`src/rtl/serial_word_rx.sv`:
```
// Serial-to-parallel word assembler, MSB first, with a one-word
// skid buffer so a completed word can wait for a stalled consumer.
module serial_word_rx #(
  parameter int N = 32
) (
  input  logic                     clk,
  input  logic                     reset,
  input  logic                     clear,
  input  logic                     sin_valid,
  input  logic                     sin_bit,
  output logic                     sin_ready,
  output logic [N-1:0]             out_data,
  output logic                     out_valid,
  input  logic                     out_ready,
  output logic [$clog2(N+1)-1:0]   bit_count
);

  localparam int CW = $clog2(N+1);

  typedef enum logic [1:0] {
    IDLE  = 2'd0,
    SHIFT = 2'd1,
    FULL  = 2'd2
  } state_e;

  state_e        state_q, state_d;
  logic [N-1:0]  shift_q, shift_d;
  logic [N-1:0]  held_q, held_d;
  logic [N-1:0]  data_q, data_d;
  logic          valid_q, valid_d;
  logic [CW-1:0] cnt_q, cnt_d;

  logic          accept;
  logic          last_bit;
  logic [N-1:0]  word;

  assign sin_ready = (state_q != FULL);
  assign accept    = sin_valid & sin_ready;
  assign last_bit  = (cnt_q == CW'(N-1));
  assign word      = {shift_q[N-2:0], sin_bit};

  assign out_data  = data_q;
  assign out_valid = valid_q;
  assign bit_count = cnt_q;

  always_comb begin
    state_d = state_q;
    shift_d = shift_q;
    held_d  = held_q;
    data_d  = data_q;
    valid_d = valid_q;
    cnt_d   = cnt_q;

    if (clear) begin
      // flush wins over any accept or completion this cycle
      state_d = IDLE;
      cnt_d   = '0;
      shift_d = '0;
      held_d  = '0;
      if (valid_q && out_ready) valid_d = 1'b0;
    end else if (state_q == FULL) begin
      if (out_ready) begin
        data_d  = held_q;
        valid_d = 1'b1;
        state_d = IDLE;
        cnt_d   = '0;
      end
    end else begin
      if (valid_q && out_ready) valid_d = 1'b0;
      if (accept) begin
        shift_d = word;
        cnt_d   = cnt_q + 1'b1;
        state_d = SHIFT;
        if (last_bit) begin
          cnt_d = '0;
          if (!valid_q || out_ready) begin
            data_d  = word;
            valid_d = 1'b1;
            state_d = IDLE;
          end else begin
            held_d  = word;
            state_d = FULL;
          end
        end
      end
    end
  end

  always_ff @(posedge clk or negedge reset) begin
    if (!reset) begin
      state_q <= IDLE;
      shift_q <= '0;
      held_q  <= '0;
      data_q  <= '0;
      valid_q <= 1'b0;
      cnt_q   <= '0;
    end else begin
      state_q <= state_d;
      shift_q <= shift_d;
      held_q  <= held_d;
      data_q  <= data_d;
      valid_q <= valid_d;
      cnt_q   <= cnt_d;
    end
  end

endmodule
```
`config.mk`:
```
export PLATFORM = sky130hd
export DESIGN_NAME = serial_word_rx
export DESIGN_NICKNAME = d
export VERILOG_FILES = /design/src/rtl/serial_word_rx.sv
export SDC_FILE = /design/constraint.sdc
export NUM_CORES = 1
export LEC_CHECK = 0
export CAP_MARGIN = 20
export CORE_AREA = 2 2 109 111
export CTS_CLUSTER_SIZE = 12
export DETAILED_ROUTE_END_ITERATION = 6
export DIE_AREA = 0 0 111 113
export REMOVE_ABC_BUFFERS = 1
export SLEW_MARGIN = 40
export SYNTH_ARGS = -nofsm -noshare
export SYNTH_HDL_FRONTEND = slang
export SYNTH_SLANG_ARGS = --single-unit
```
`constraint.sdc`:
```
create_clock -name clk -period 1.64 [get_ports clk]
set_input_delay 0.41 -clock clk [delete_from_list [all_inputs] [get_ports clk]]
set_output_delay 0.41 -clock clk [all_outputs]
set_load 0.1 [all_outputs]
```
==> impl_metrics.env, run 1 <==
export IMPL_outcome="finished, violations left"
export IMPL_violations="setup timing"
export IMPL_ir_drop_mv=0.453
export IMPL_syn_area_um2=4720
export IMPL_crit_path_top_delay_cell="dfrtp_1"
export IMPL_clock_power_share_pct=44.8
export IMPL_rsz0062_at_grt="true"
export IMPL_cts_root_buf="clkbuf_16"
export IMPL_dieWidth_um=111
export IMPL_ioPinCount=46
export IMPL_synth_edf_count=0
export IMPL_drv_slew=0
export IMPL_grt_max_degree=50
export IMPL_cts_made_buffers=9
export IMPL_grt_pass1_wl_mm=19.2
export IMPL_crit_fanout=8
export IMPL_path_buf_inv=4
export IMPL_antenna_cells=0
export IMPL_antenna_found_initial=0
export IMPL_core_area_um2=11300
export IMPL_internal_power_mw=4.04
export IMPL_reg2reg_setup_slack_ns=-0.06
export IMPL_via_per_inst=5.87
export IMPL_rows=39
export IMPL_drv_cap=0
export IMPL_p_leak_nw=2.83
export IMPL_seqPwrFrac_pct=49.6
export IMPL_grt_use_met1_pct=25.6
export IMPL_grt_pass1_vias=3819
export IMPL_final_common_cell="dfrtp_1"
export IMPL_fin_crit_sh_pct=103
export IMPL_tritoncts="built"
export IMPL_clockBufferDepth=2
export IMPL_path_common_cell="buf_6"
export IMPL_avgSynthCellArea_um2=10.4
export IMPL_gp_congestion=0.817
export IMPL_hold_ws_ns=0.522
export IMPL_final_layout_size_suffix_gt1_share_pct=33.5
export IMPL_dieArea_um2=12500
export IMPL_syn_inst=455
export IMPL_critPathArrivalTime_ns=1.96
export IMPL_grt_use_total_pct=18.7
export IMPL_switching_share_pct=22.3
export IMPL_clkLatencyLatePin_ns=0.34
export IMPL_finalWorstSetupSlack_ns=-0.0560
export IMPL_met3_usage_pct=2.46
export IMPL_synth_top_cells_by_area="dfrtp_1, a2bb2oi_2, a21oi_1"
export IMPL_worstSetupStartpointType="register"
export IMPL_layout_nets=529
export IMPL_setup_viol=34
export IMPL_overflow=0
export IMPL_path_class="register to register"
export IMPL_cts_reportedPaths_clkPinSlew_ns=0.07
export IMPL_share_comb_of_total_power_pct=5.6
export IMPL_totalWireLength_mm=13.0
export IMPL_seq_area_um2=2600
export IMPL_power_density_nw_per_um2=767
export IMPL_top_usage_layer="met2"
export IMPL_fmax_mhz=590
export IMPL_critPathTopFamily="buffers and inverters"
export IMPL_die_height_um=113
export IMPL_switching_power_mw=1.16
export IMPL_max_slew_worst_pin_slew_ns=0.343
export IMPL_synth_cell_types=37
export IMPL_dp_cells=631
export IMPL_final_cell_mix="dfrtp_1, nand2_1, a21oi_1"
export IMPL_n_fill_cell=874
export IMPL_final_hold_violation_count=0
export IMPL_h_tree_depth=3
export IMPL_drc_errors=0
export IMPL_port_buffers=45
export IMPL_multi_input_comb_area_um2=2070
export IMPL_area_growth_pct=43.6
export IMPL_cp_end_kind="register"
export IMPL_dpl_hpwl_mm=6.71
export IMPL_synth_seq_cells=104
export IMPL_cts_sinks=104
export IMPL_drtAntennaViolNets=0
export IMPL_cpPeakStageDelay_ns=0.42
export IMPL_async_flop_share_pct=100
export IMPL_synthFlopType="dfrtp_1"
export IMPL_yosysTopAreaCellShare_pct=55.2
export IMPL_drt_iter0_drc=303
export IMPL_instances_no_fill=669
export IMPL_power_mw=5.20
export IMPL_wire_per_inst_um=19.5
export IMPL_dr_pass1_iters=5
export IMPL_post_synth_top_area_cell="dfrtp_1"
export IMPL_hold_class="primary input to async pin"
export IMPL_skew_ns=0.00811
export IMPL_start_util_pct=41.8
export IMPL_cp_data_required_time_ns=1.90
export IMPL_crit_chain="nor2b_4 -> buf_6 -> buf_8 -> a31oi_4 -> nor3_4 -> buf_6 -> clkbuf_16 -> a2bb2oi_2"
export IMPL_timing_slew_headroom_pct=76.5
export IMPL_ys_seq_area_share_pct=55.2
export IMPL_vias=3929
export IMPL_min_period_ns=1.70
export IMPL_met2_usage_pct=31.2
export IMPL_yosysWarnings=0
-- cells in the mapped netlist (2+ instances only) --
| cell type | instances |
|---|---|
| buf_4 | 3 |
| o21ai_0 | 27 |
| buf_2 | 15 |
| a211oi_1 | 3 |
| mux2i_1 | 2 |
| o21ai_1 | 5 |
| inv_1 | 3 |
| nand2_1 | 68 |
| nor2_1 | 8 |
| a21oi_1 | 66 |
| buf_6 | 4 |
| a22oi_1 | 2 |
| nor2b_1 | 2 |
| nand4_1 | 4 |
| o22ai_1 | 32 |
| clkbuf_1 | 21 |
| nand3_1 | 34 |
| a31oi_1 | 4 |
| dfrtp_1 | 104 |
| a2bb2oi_2 | 30 |
| a2bb2oi_1 | 2 |
-- worst paths after layout --
path / from / to / cells past startpoint
setup / recovery: state_q[0] / out_data[19] / 8
min in group clk: out_ready / bit_count[5] / 4
hold / removal: reset / out_data[2] / 2
setup reg to reg: state_q[0] / out_data[19] / 8
max in group asynchronous: reset / shift_q[26] / 3
hold reg to reg: held_q[30] / held_q[30] / 2
-- area by class of cell --
class | instances | area share (%)
Clock buffer | 11 | 3.58
Clock inverter | 4 | 1.13
Inverter | 4 | 0.222
Multi-Input combinational cell | 305 | 30.6
Sequential cell | 104 | 38.4
Tap cell | 143 | 2.64
Timing Repair Buffer | 98 | 23.4
-- power by group through the flow --
stage / Combinational [mW] / Clock, mW / Sequential, mW
floorplan: 0.0515 / 0 / 2.66
global placement: 0.278 / 0 / 2.63
detailed placement: 0.280 / 0 / 2.63
CTS: 0.286 / 2.35 / 2.58
global route: 0.317 / 2.47 / 2.58
finish: 0.292 / 2.33 / 2.58
-- cells by family (layout without fill, tap and decap cells) --
logic type      after synthesis  count (layout)  share of synthesized area (%)
flops                       104             104                           55.2
xor+xnor                      1               1                          0.186
simple gates                124             125                           12.1
fa+ha+maj                     1               1                          0.265
mux                           3               3                          0.663
compound gates              175             175                           26.6
buf+inv                      47             117                           5.01
-- layer usage --
metal | vias to the layer above | part of all wire [%]
met3 | 15 | 5.9
met4 | 0 | 1.1
li1 | 1782 | -
met2 | 145 | 50
met1 | 1987 | 43
met5 | - | 0
-- through the flow --
stage	setup TNS [ns]	area, um^2	setup slack [ns]	util (%)
floorplan	-114.81	4500	-1.91	-
global placement	-22.02	5930	-0.302	52.6
detailed placement	-23.23	5930	-0.307	52.6
CTS	-0.0174	6300	-0.0174	55.9
global route	-3.35	6770	-0.108	60.1
finish	-0.746	6770	-0.0560	60.1
-- sequential cells by signal (all words and copies together), names as in the netlist --
signal / flops
shift_q: 31
out_valid: 1
bit_count: 6
held_q: 32
state_q: 2
out_data: 32
-- worst register-to-register path, cell delays in order, from the launching register on --
cell	delay, ns
dfrtp_1	0.42
nor2b_4	0.17
buf_6	0.15
buf_8	0.12
a31oi_4	0.04
nor3_4	0.28
buf_6	0.16
clkbuf_16	0.17
a2bb2oi_2	0.13
-- timing repair --
action | 4_1_cts | 5_1_grt
cloned | 0 | 9
pin swaps | 0 | 9
endpoints found under the setup margin | 34 | 97
resized for setup | 2 | 56
hold endpoints to repair | 20 | 0
hold buffers | 1 | 0
buffers inserted | 5 | 8
Power figures use the tool's default switching activity.
==> inputs of run 2 (changes only) <==
- CORE_AREA: 2 2 109 111 -> 2 2 131 133
- DIE_AREA: 0 0 111 113 -> 0 0 133 135
==> run 2 against run 1 <==
The flow still finishes with violations (setup timing). Worst setup slack improved by 0.030 ns. Wire length increased by 0.51%. Clock skew decreased by 0.0020 ns. Sequential power about the same. Sequential share of layout area increased by 0.60 points. Clock power decreased by 16%. Critical path type is now register to output pin. Critical endpoint is now sin_ready. Highest routed layer unchanged.
==> impl_metrics.env, run 2 (synthesized netlist as in run 1, its figures left out) <==
export IMPL_skew_ns=0.00609
export IMPL_area_growth_pct=41.4
export IMPL_antenna_found_initial=0
export IMPL_crit_chain="nor2b_4 -> inv_4 -> buf_12 -> buf_12"
export IMPL_instances_no_fill=742
export IMPL_crit_fanout=3
export IMPL_drc_errors=0
export IMPL_path_class="register to output pin"
export IMPL_finalWorstSetupSlack_ns=-0.0262
export IMPL_dpl_hpwl_mm=7.19
export IMPL_tritoncts="built"
export IMPL_h_tree_depth=3
export IMPL_grt_pass1_wl_mm=19.9
export IMPL_dp_cells=712
export IMPL_clockBufferDepth=2
export IMPL_hold_class="primary input to async pin"
export IMPL_ir_drop_mv=0.538
export IMPL_cts_root_buf="clkbuf_16"
export IMPL_setup_viol=1
export IMPL_port_buffers=45
export IMPL_power_mw=4.82
export IMPL_max_slew_worst_pin_slew_ns=0.606
export IMPL_grt_max_degree=72
export IMPL_cts_reportedPaths_clkPinSlew_ns=0.06
export IMPL_dieWidth_um=133
export IMPL_drv_cap=0
export IMPL_outcome="finished, violations left"
export IMPL_totalWireLength_mm=13.1
export IMPL_cts_made_buffers=9
export IMPL_grt_pass1_vias=3897
export IMPL_violations="setup timing"
export IMPL_utilization_pct=40.6
export IMPL_rsz0062_at_grt="true"
export IMPL_gp_congestion=0.772
export IMPL_cp_end_kind="output pin"
export IMPL_fin_setup_tns_ns=-0.0262
export IMPL_power_density_nw_per_um2=722
export IMPL_crit_path_top_delay_cell="dfrtp_1"
export IMPL_dieArea_um2=18000
export IMPL_final_common_cell="dfrtp_1"
export IMPL_final_cell_mix="dfrtp_1, nand2_1, a21oi_1"
export IMPL_path_buf_inv=3
export IMPL_final_hold_violation_count=0
export IMPL_drtAntennaViolNets=0
export IMPL_worstSetupStartpointType="register"
export IMPL_fin_crit_sh_pct=102
export IMPL_min_period_ns=1.67
export IMPL_cts_sinks=104
export IMPL_fmax_mhz=600
export IMPL_critPathArrivalTime_ns=1.26
export IMPL_drt_iter0_drc=396
export IMPL_p_leak_nw=2.79
export IMPL_cpPeakStageDelay_ns=0.41
export IMPL_drv_slew=0
export IMPL_ioPinCount=46
export IMPL_wire_per_inst_um=17.6
export IMPL_layout_nets=526
export IMPL_overflow=0
export IMPL_die_height_um=135
export IMPL_critPathTopFamily="flip-flops"
export IMPL_vias=3888
export IMPL_timing_slew_headroom_pct=59.6
export IMPL_rows=47
export IMPL_clkLatencyLatePin_ns=0.34
export IMPL_core_area_um2=16400
export IMPL_start_util_pct=28.8
export IMPL_cp_data_required_time_ns=1.23
export IMPL_via_per_inst=5.24
export IMPL_antenna_cells=0
export IMPL_dr_pass1_iters=5
export IMPL_path_common_cell="buf_12"
export IMPL_final_layout_size_suffix_gt1_share_pct=30.1
export IMPL_grt_use_total_pct=13.6
[run 2: cell count changes in the layout (fill, tap and decap cells not counted), sizes merged]
cell	previous run	this run
bufinv	2	0
clkbuf	18	16
clkdlybuf4s50	2	1
clkinv	0	1
clkinvlp	1	2
dlygate4sd3	1	0
dlymetal6s2s	1	2
inv	5	4
[run 2: timing repair]
action	4_1_cts	5_1_grt
buffers inserted	4	5
pin swaps	0	4
resized for setup	6	33
endpoints found under the hold margin	0	0
endpoints found under the setup margin	64	86
hold buffers	0	0
cloned	0	7
[run 2: final cells by class]
type	instances	area, um^2
Timing Repair Buffer	95	1520
Inverter	4	17.5
Tap cell	220	275
Sequential cell	104	2600
Multi-Input combinational cell	305	1990
Clock inverter	3	20.0
Fill cell	1538	9740
Clock buffer	11	243
[run 2: metrics by stage]
stage,hold slack [ns],worst slack (ns),instance area (um^2)
floorplan,0.114,-1.91,4500
global placement,0.427,-0.330,6060
detailed placement,0.433,-0.355,6060
CTS,0.0741,-0.00919,6360
global route,0.0947,-0.0714,6670
finish,0.0527,-0.0262,6670
[run 2: path summary, 6_finish.rpt]
check / from / slack [ns] / depth (start not counted) / to
max: state_q[0] / -0.03 / 4 / sin_ready
min: reset / 0.05 / 2 / held_q[11]
max reg2reg: bit_count[5] / 0 / 6 / out_data[16]
min reg2reg: held_q[6] / 0.55 / 2 / held_q[6]
max in group asynchronous: reset / 1.03 / 2 / bit_count[0]
min in group clk: clear / 0.39 / 2 / state_q[0]
[run 2: report_power, final]
| part | switching, mW | total [mW] | leakage [nW] | internal [mW] |
|---|---|---|---|---|
| registers | 0.00651 | 2.58 | 1.45 | 2.57 |
| logic | 0.198 | 0.282 | 1.21 | 0.0833 |
| clock network | 0.906 | 1.96 | 0.123 | 1.05 |
[run 2: layer usage]
metal / track usage (%) / vias to the layer above / share of wire [%]
li1: - / 1780 / -
met1: 18.2 / 1955 / 43
met2: 22.3 / 137 / 49
met3: 2.93 / 16 / 6.3
met4: 3.76 / 0 / 1.5
met5: 0 / - / 0
==> inputs of run 3 (changes only) <==
- GPL_ROUTABILITY_DRIVEN: default -> 0
==> results of run 3 <==
No change in the layout: final DEF, timing and power equal those of run 2.
